**config.mk**
```make
export PLATFORM = sky130hd
export DESIGN_NAME = reg_file_mp
export DESIGN_NICKNAME = d
export VERILOG_FILES = /design/src/rtl/mips_pkg.sv /design/src/rtl/reg_file_rd_port.sv /design/src/rtl/reg_file_mp.sv
export SDC_FILE = /design/constraint.sdc
export NUM_CORES = 2
export LEC_CHECK = 0
export BUFFER_PORTS_ARGS = -buffer_cell sky130_fd_sc_hd__buf_2
export CAP_MARGIN = 5
export CORE_MARGIN = 2
export CORE_UTILIZATION = 45
export CTS_CLUSTER_SIZE = 30
export DETAILED_ROUTE_END_ITERATION = 12
export GPL_TIMING_DRIVEN = 0
export SLEW_MARGIN = 40
export SYNTH_ARGS = -nofsm -noshare
export SYNTH_HDL_FRONTEND = slang
export SYNTH_HIERARCHICAL = 1
export SYNTH_SLANG_ARGS = --single-unit
export TNS_END_PERCENT = 1
```
**constraint.sdc**
```tcl
create_clock -name clk -period 1.99 [get_ports clk]
set_clock_uncertainty 0.05 [all_clocks]
set_input_delay 0.0995 -clock clk [delete_from_list [all_inputs] [get_ports clk]]
set_output_delay 0.0995 -clock clk [all_outputs]
set_load 0.01 [all_outputs]
```
**src/rtl/mips_pkg.sv**
```systemverilog
// rtl/mips_pkg.sv - shared constants and types for the MIPS datapath blocks
package mips_pkg;

  localparam int REG_ZERO   = 0;
  localparam int BYTE_W     = 8;
  localparam int REG_ADDR_W = 5;

  typedef logic [REG_ADDR_W-1:0] reg_addr_t;
  typedef logic [31:0]           word_t;

endpackage

```
**src/rtl/reg_file_rd_port.sv**
```systemverilog
// rtl/reg_file_rd_port.sv - one combinational read port: array select, r0 override, optional bypass
// Forwarding of same-cycle write data is compiled in with REG_FILE_BYPASS_EN.
module reg_file_rd_port
  import mips_pkg::*;
#(
  parameter int DATA_W = 32,
  parameter int ADDR_W = 5
) (
  input  logic [ADDR_W-1:0]   ra,
  input  logic [DATA_W-1:0]   regs [2**ADDR_W],
  input  logic                rst,
  input  logic                we,
  input  logic [ADDR_W-1:0]   wa,
  input  logic [DATA_W-1:0]   wd,
  input  logic [DATA_W/8-1:0] wbe,
  output logic [DATA_W-1:0]   rd
);

  logic [DATA_W-1:0] stored;
  logic [DATA_W-1:0] merged;

  assign stored = regs[ra];

`ifdef REG_FILE_BYPASS_EN
  logic hit;

  // Reset wins over the write, so a write seen during reset must not be forwarded.
  assign hit = we && !rst && (wa != ADDR_W'(REG_ZERO)) && (wa == ra);

  always_comb begin
    merged = stored;
    for (int i = 0; i < DATA_W / BYTE_W; i++) begin
      if (hit && wbe[i]) begin
        merged[i*BYTE_W +: BYTE_W] = wd[i*BYTE_W +: BYTE_W];
      end
    end
  end
`else
  logic unused_wr;

  assign unused_wr = ^{rst, we, wa, wd, wbe};
  assign merged    = stored;
`endif

  assign rd = (ra == ADDR_W'(REG_ZERO)) ? '0 : merged;

endmodule

```
**src/rtl/reg_file_mp.sv**
```systemverilog
// rtl/reg_file_mp.sv - multi-port register file with byte-masked write port and write counter
// Same-cycle write-to-read forwarding is enabled by defining REG_FILE_BYPASS_EN.
module reg_file_mp
  import mips_pkg::*;
#(
  parameter int DATA_W = 32,
  parameter int ADDR_W = 5,
  parameter int NUM_RD = 2
) (
  input  logic                     clk,
  input  logic                     rst,
  input  logic [NUM_RD*ADDR_W-1:0] RA,
  output logic [NUM_RD*DATA_W-1:0] RD,
  input  logic                     WE,
  input  logic [ADDR_W-1:0]        WA,
  input  logic [DATA_W-1:0]        WD,
  input  logic [DATA_W/8-1:0]      WBE,
  output logic [15:0]              wr_cnt
);

  localparam int DEPTH   = 2**ADDR_W;
  localparam int N_BYTES = DATA_W / BYTE_W;

  logic [DATA_W-1:0] regs [DEPTH];
  logic              commit;

  // r0 is only ever touched by reset, so it stays a constant zero.
  assign commit = WE && (WA != ADDR_W'(REG_ZERO)) && (WBE != '0);

  always_ff @(posedge clk) begin
    if (rst) begin
      for (int j = 0; j < DEPTH; j++) begin
        regs[j] <= '0;
      end
      wr_cnt <= '0;
    end else if (commit) begin
      for (int i = 0; i < N_BYTES; i++) begin
        if (WBE[i]) begin
          regs[WA][i*BYTE_W +: BYTE_W] <= WD[i*BYTE_W +: BYTE_W];
        end
      end
      wr_cnt <= wr_cnt + 16'd1;
    end
  end

  for (genvar k = 0; k < NUM_RD; k++) begin : g_rd
    reg_file_rd_port #(
      .DATA_W (DATA_W),
      .ADDR_W (ADDR_W)
    ) u_rd (
      .ra   (RA[k*ADDR_W +: ADDR_W]),
      .regs (regs),
      .rst  (rst),
      .we   (WE),
      .wa   (WA),
      .wd   (WD),
      .wbe  (WBE),
      .rd   (RD[k*DATA_W +: DATA_W])
    );
  end

endmodule
```
; ---- After elaboration in Yosys (flattened, before gate mapping)
; Index checks and enable logic that the tools add are counted.
[word_totals]
regBits = 1040
inputBits = 54
out_inout_bits = 80
word_cells = 78
[classes]
add_sub_neg = 1
n_lt_le_gt_ge = 4
n_mux = 30
bitwise = 3
n_reduce_logical = 7
[ops]
columns = operator, n
row1 = 1024-bit 2-to-1 mux, 10
row2 = 1024-bit bitwise mux, 4
row3 = 32-bit demux with 5-bit select, 4
row4 = 32-bit binary-select mux with 5-bit select, 2
row5 = 32-bit 2-to-1 mux, 7
row6 = 24-bit 2-to-1 mux, 1
row7 = "6-bit >= comparator, second input constant", 3
row8 = 5-bit NOT with 6-bit output, 3
row9 = "16-bit by 1-bit adder with 16-bit output, second input constant", 1
row10 = 16-bit 2-to-1 mux, 1
row11 = 5-bit logical NOT, 2
row12 = 8-bit 2-to-1 mux, 1
row13 = "6-bit by 1-bit < comparator with 1-bit output, second input constant", 1
row14 = 5-bit nonzero test, 1
row15 = 4-bit nonzero test, 1
row16 = 1-bit logical AND, 3

; ---- Depth between registers and ports, before layout
[depth]
depth_word = 19
mapped_depth = 7
ltp_nobuf = 4

; ---- By module
; Netlist, hierarchy kept.
[modules_own_cells]
columns = mod, n_inst, cells_per_inst, area_per_inst_um2, seq_area_each_um2
row1 = reg_file_mp, 1, 3724, 38533.2, 20820.0
row2 = reg_file_rd_port, 2, 664, 8368.0, 0.0

; ---- Worst setup path after synthesis
; No wires, ideal clock.
[synth_path]
path_type = register -> register
startpoint = reg wr_cnt[3]
endpoint = reg wr_cnt[13]
setup_time_ns = 0.070
arrival_time_ns = 1.589
required_ns = 1.870
setup_slack_ns = 0.281
stages_incl_launch_ff = 6
n_path_buf = 1
synth_period_minus_slack_ns = 1.709
path_cell_list = dfxtp_1 -> and4_1 -> nand4_1 -> clkbuf_1 -> or4_1 -> a21oi_1
[synth_via]
elab_chain_cells = 1
[synth_rtl]
columns = item, line_no
row1 = from (decl), reg_file_mp.sv:18  ; output logic [15:0] wr_cnt
row2 = from (signal assigned), reg_file_mp.sv:42  ; wr_cnt <= wr_cnt + 16'd1;
row3 = 16-bit by 1-bit adder with 16-bit output, reg_file_mp.sv:42
; Every way passes these cells.
; A chain may end at the register's enable or synchronous reset.

; ---- Worst setup path after layout
[layout_path]
startpoint = in RA[8]
endpoint = out RD[39]
[layout_via]
elab_chain_cells = 5
word_cells_on_any_way = 6
classes_between = 4 x mux / 1 x bitwise / 1 x reduce/logical
[layout_rtl]
columns = item, line_no
row1 = from (decl), reg_file_mp.sv:12  ; input logic [NUM_RD*ADDR_W-1:0] RA,
row2 = 5-bit NOT with 6-bit output (not written as such), reg_file_rd_port.sv:22  ; assign stored = regs[ra];
row3 = 32-bit binary-select mux with 5-bit select, reg_file_rd_port.sv:22
row4 = 32-bit 2-to-1 mux (not written as such) (2 in a row), reg_file_rd_port.sv:22
row5 = 32-bit 2-to-1 mux (*), reg_file_rd_port.sv:45  ; assign rd = (ra == ADDR_W'(REG_ZERO)) ? '0 : merged;
row6 = to (decl), reg_file_mp.sv:13  ; output logic [NUM_RD*DATA_W-1:0] RD,
; Mark *: on every way between the ends. The rest lies on a longest branch, timed or not. The select of a mux whose other input is x is not followed.

==> impl_metrics.py <==
metrics = {
    "logic_synthesis": {
        "synth_cell_types": 63,
        "syn-num-nets": 5107,
        "yosysTopAreaCellShare_pct": 37.7,
        "yosysWarnings": 6,
        "synth-async-reset-ratio_pct": 0,
        "ys_seq_elements": 1040,
        "yosysTopAreaCell": "dfxtp_1",
        "netlist_top_cells_count": "1,040 x dfxtp_1, 985 x mux2i_1, 869 x nor2_1",
        "avgSynthCellArea_um2": 10.9,
        "synth_edf_count": 0,
        "synth_ff_type": "dfxtp_1",
        "synth_most_common_cell": "dfxtp_1",
        "synthCells": 5052,
        "synth_area_leaders": "dfxtp_1 38%, mux4_2 18%, mux2i_1 18%",
        "synth_seq_area_share_pct": 37.7,
        "netlist_area_um2": 55300,
    },
    "die": {
        "die_w_um": 354,
        "die_height_um": 354,
        "core-area_um2": 122000,
        "dieArea_um2": 126000,
        "io_pins": 134,
        "initial_core_util_pct": 45.3,
        "rows": 128,
    },
    "critical_path": {
        "endpoint_kind": "output port",
        "worstPathMaxFanout": 10,
        "crit_arrival_ns": 2.65,
        "worst-r2r-setup-slack_ns": 0.06,
        "critical_path_class": "in2out",
        "startpoint_type": "primary input",
        "crit_required_ns": 1.84,
    },
    "power_and_ir_drop": {
        "p_leak_uw": 0.0233,
        "power_uw": 48700,
        "p_per_area_nw_per_um2": 759,
        "max-vdd-ir-drop_uv": 700,
    },
    "sta": {
        "fin_crit_ns": 2.80,
        "hold_slack_ns": 0.123,
        "post-route-worst-setup-slack_ns": -0.811,
        "rsz0062_at_grt": "true",
        "setup_viol": 78,
        "max_slew.worst_pin.slew_ns": 1.02,
        "finalMaxSlewViolations": 0,
        "max_freq_mhz": 357,
        "fin_crit_sh_pct": 141,
        "relSlewSlack_pct": 31.7,
        "finalHoldViolations": 0,
    },
    "worst_hold_path": {
        "hold_path.class": "in2reg",
    },
    "drt": {
        "dr_wl_met2_mm": 104,
        "vias": 46949,
        "drt_iter0_markers": 7000,
        "vias_per_cell": 6.66,
        "wl_met3_mm": 30.9,
        "drc_errors": 0,
        "top_layer_used": "met5",
        "first_pass_iters": 7,
        "m1WireLength_mm": 96.2,
        "drtAntennaViolNets": 0,
        "wl_per_cell_um": 35.8,
        "wl_mm": 252,
    },
    "place": {
        "numPortBuffers": 124,
        "pre_cts_slack_ns": -1.37,
        "dp_hpwl_mm": 187,
        "routabilityCongestion": 1.03,
    },
    "clocking": {
        "cts_tree": "done",
        "clock-root-buffer": "clkbuf_16",
        "cts_max_path_buffers": 3,
        "path_clk_slew_ns": 0.06,
        "htree_num_levels": 3,
        "post-cts-setup-buffer-count": 0,
        "cts_sinks": 1040,
        "clkLatencyLatePin_ns": 0.75,
        "cts_buffers": 115,
    },
    "status": {
        "violations": "negative setup slack",
        "status": "finished, violations left",
    },
    "grt": {
        "grt_pass1_vias": 44375,
        "grt_pass1_wl_mm": 347,
        "antenna_found_initial": 7,
        "track_usage_pct": 39.3,
        "grt_max_degree": 16,
        "globalRouteOverflowTotal": 0,
    },
    "layout": {
        "layout-drive-gt1-share_pct": 28.7,
        "nNetsFinal": 5387,
        "areaGrowthSynthToFinish_pct": 16.2,
        "fin_util_pct": 52.7,
    },
    "job": {
        "maxCapViolCount": 0,
    },
}
[flip-flops by register name (all words and copies together), names as in the netlist]
name / cells
regs: 1024
wr_cnt: 16
[layer usage]
layer / vias to the layer above / track usage (%)
li1: 19178 / -
met1: 23665 / 50.8
met2: 3314 / 55.5
met3: 788 / 12.8
met4: 4 / 27.5
met5: - / 0
[power by group]
group	internal (uW)	total, uW	switching (uW)
Clock	12600	21900	9320
Combinational	1540	5810	4260
Sequential	20900	21000	65.3
Total	35100	48700	13600
[logic make-up after synthesis]
logic type	share of synthesized area, %
AO/OA/AOI/OAI	6.42
XOR/XNOR	0.0475
adder cells (fa/ha/maj)	0.0226
buffers and inverters	4.78
flip-flops	37.7
multiplexers	37.4
AND/OR/NAND/NOR	13.7
[worst max-delay path: stages]
cell and delay, ns:
buf_2 0.15, buf_4 0.35, nor2b_1 0.18, clkbuf_2 0.36
buf_4 0.37, a22oi_1 0.24, a311oi_4 0.61, buf_2 0.24
[cell usage in the layout (no fill, tap or decap), drive strengths merged, types with 3 or more instances in the layout]
cell,count
mux2,64
nand2b,3
bufinv,7
nand2,245
nand4bb,6
or4,7
nor3,77
a22oi,64
and3,11
or2,4
dlygate4sd3,32
dfxtp,1040
a221oi,48
nand4,13
mux4,448
clkinvlp,4
and4,4
buf,354
a211oi,64
or3,8
a311oi,64
nor2b,101
and2,3
o31ai,5
and4bb,3
a21oi,149
clkinv,24
nand3,106
o2111ai,18
inv,8
nor2,869
o21ai,119
mux2i,985
nand4b,9
clkbuf,439
[path summary, 6_finish.rpt]
path,startpoint,to,depth (start not counted)
worst min register to register,regs[166],regs[166],2
worst max-delay path,RA[8],RD[39],8
worst min-delay path,rst,regs[1002],3
worst max register to register,wr_cnt[3],wr_cnt[13],5
[timing repair]
item / in CTS / in global routing
hold buffers: 32 / 0
setup endpoints to repair: 68 / 338
pin swaps: 103 / 29
resized for setup: 332 / 88
endpoints found under the hold margin: 96 / 0
[metrics by stage]
| stage | cells | cell area [um^2] | TNS, ns |
|---|---|---|---|
| after CTS | 7042 | 63800 | -36.68 |
| after detailed placement | 6807 | 58100 | -539.37 |
| final | 7048 | 64200 | -39.95 |
| after floorplan | 5052 | 55300 | 0 |
| after global routing | 7046 | 64200 | -38.00 |
| after global placement | 6801 | 57900 | -695.26 |
[area by class of cell]
| type | instances | area, um^2 |
|---|---|---|
| Clock buffer | 168 | 3390 |
| Multi-Input combinational cell | 3513 | 33600 |
| Sequential cell | 1040 | 20900 |
| Inverter | 5 | 18.8 |
| Timing Repair Buffer | 166 | 1030 |
| Buffer | 491 | 2830 |
| Clock inverter | 38 | 409 |
| Fill cell | 10957 | 57700 |
| Tap cell | 1625 | 2030 |
| Antenna cell | 2 | 5.00 |
No activity file was read; power rests on OpenSTA's default activity.
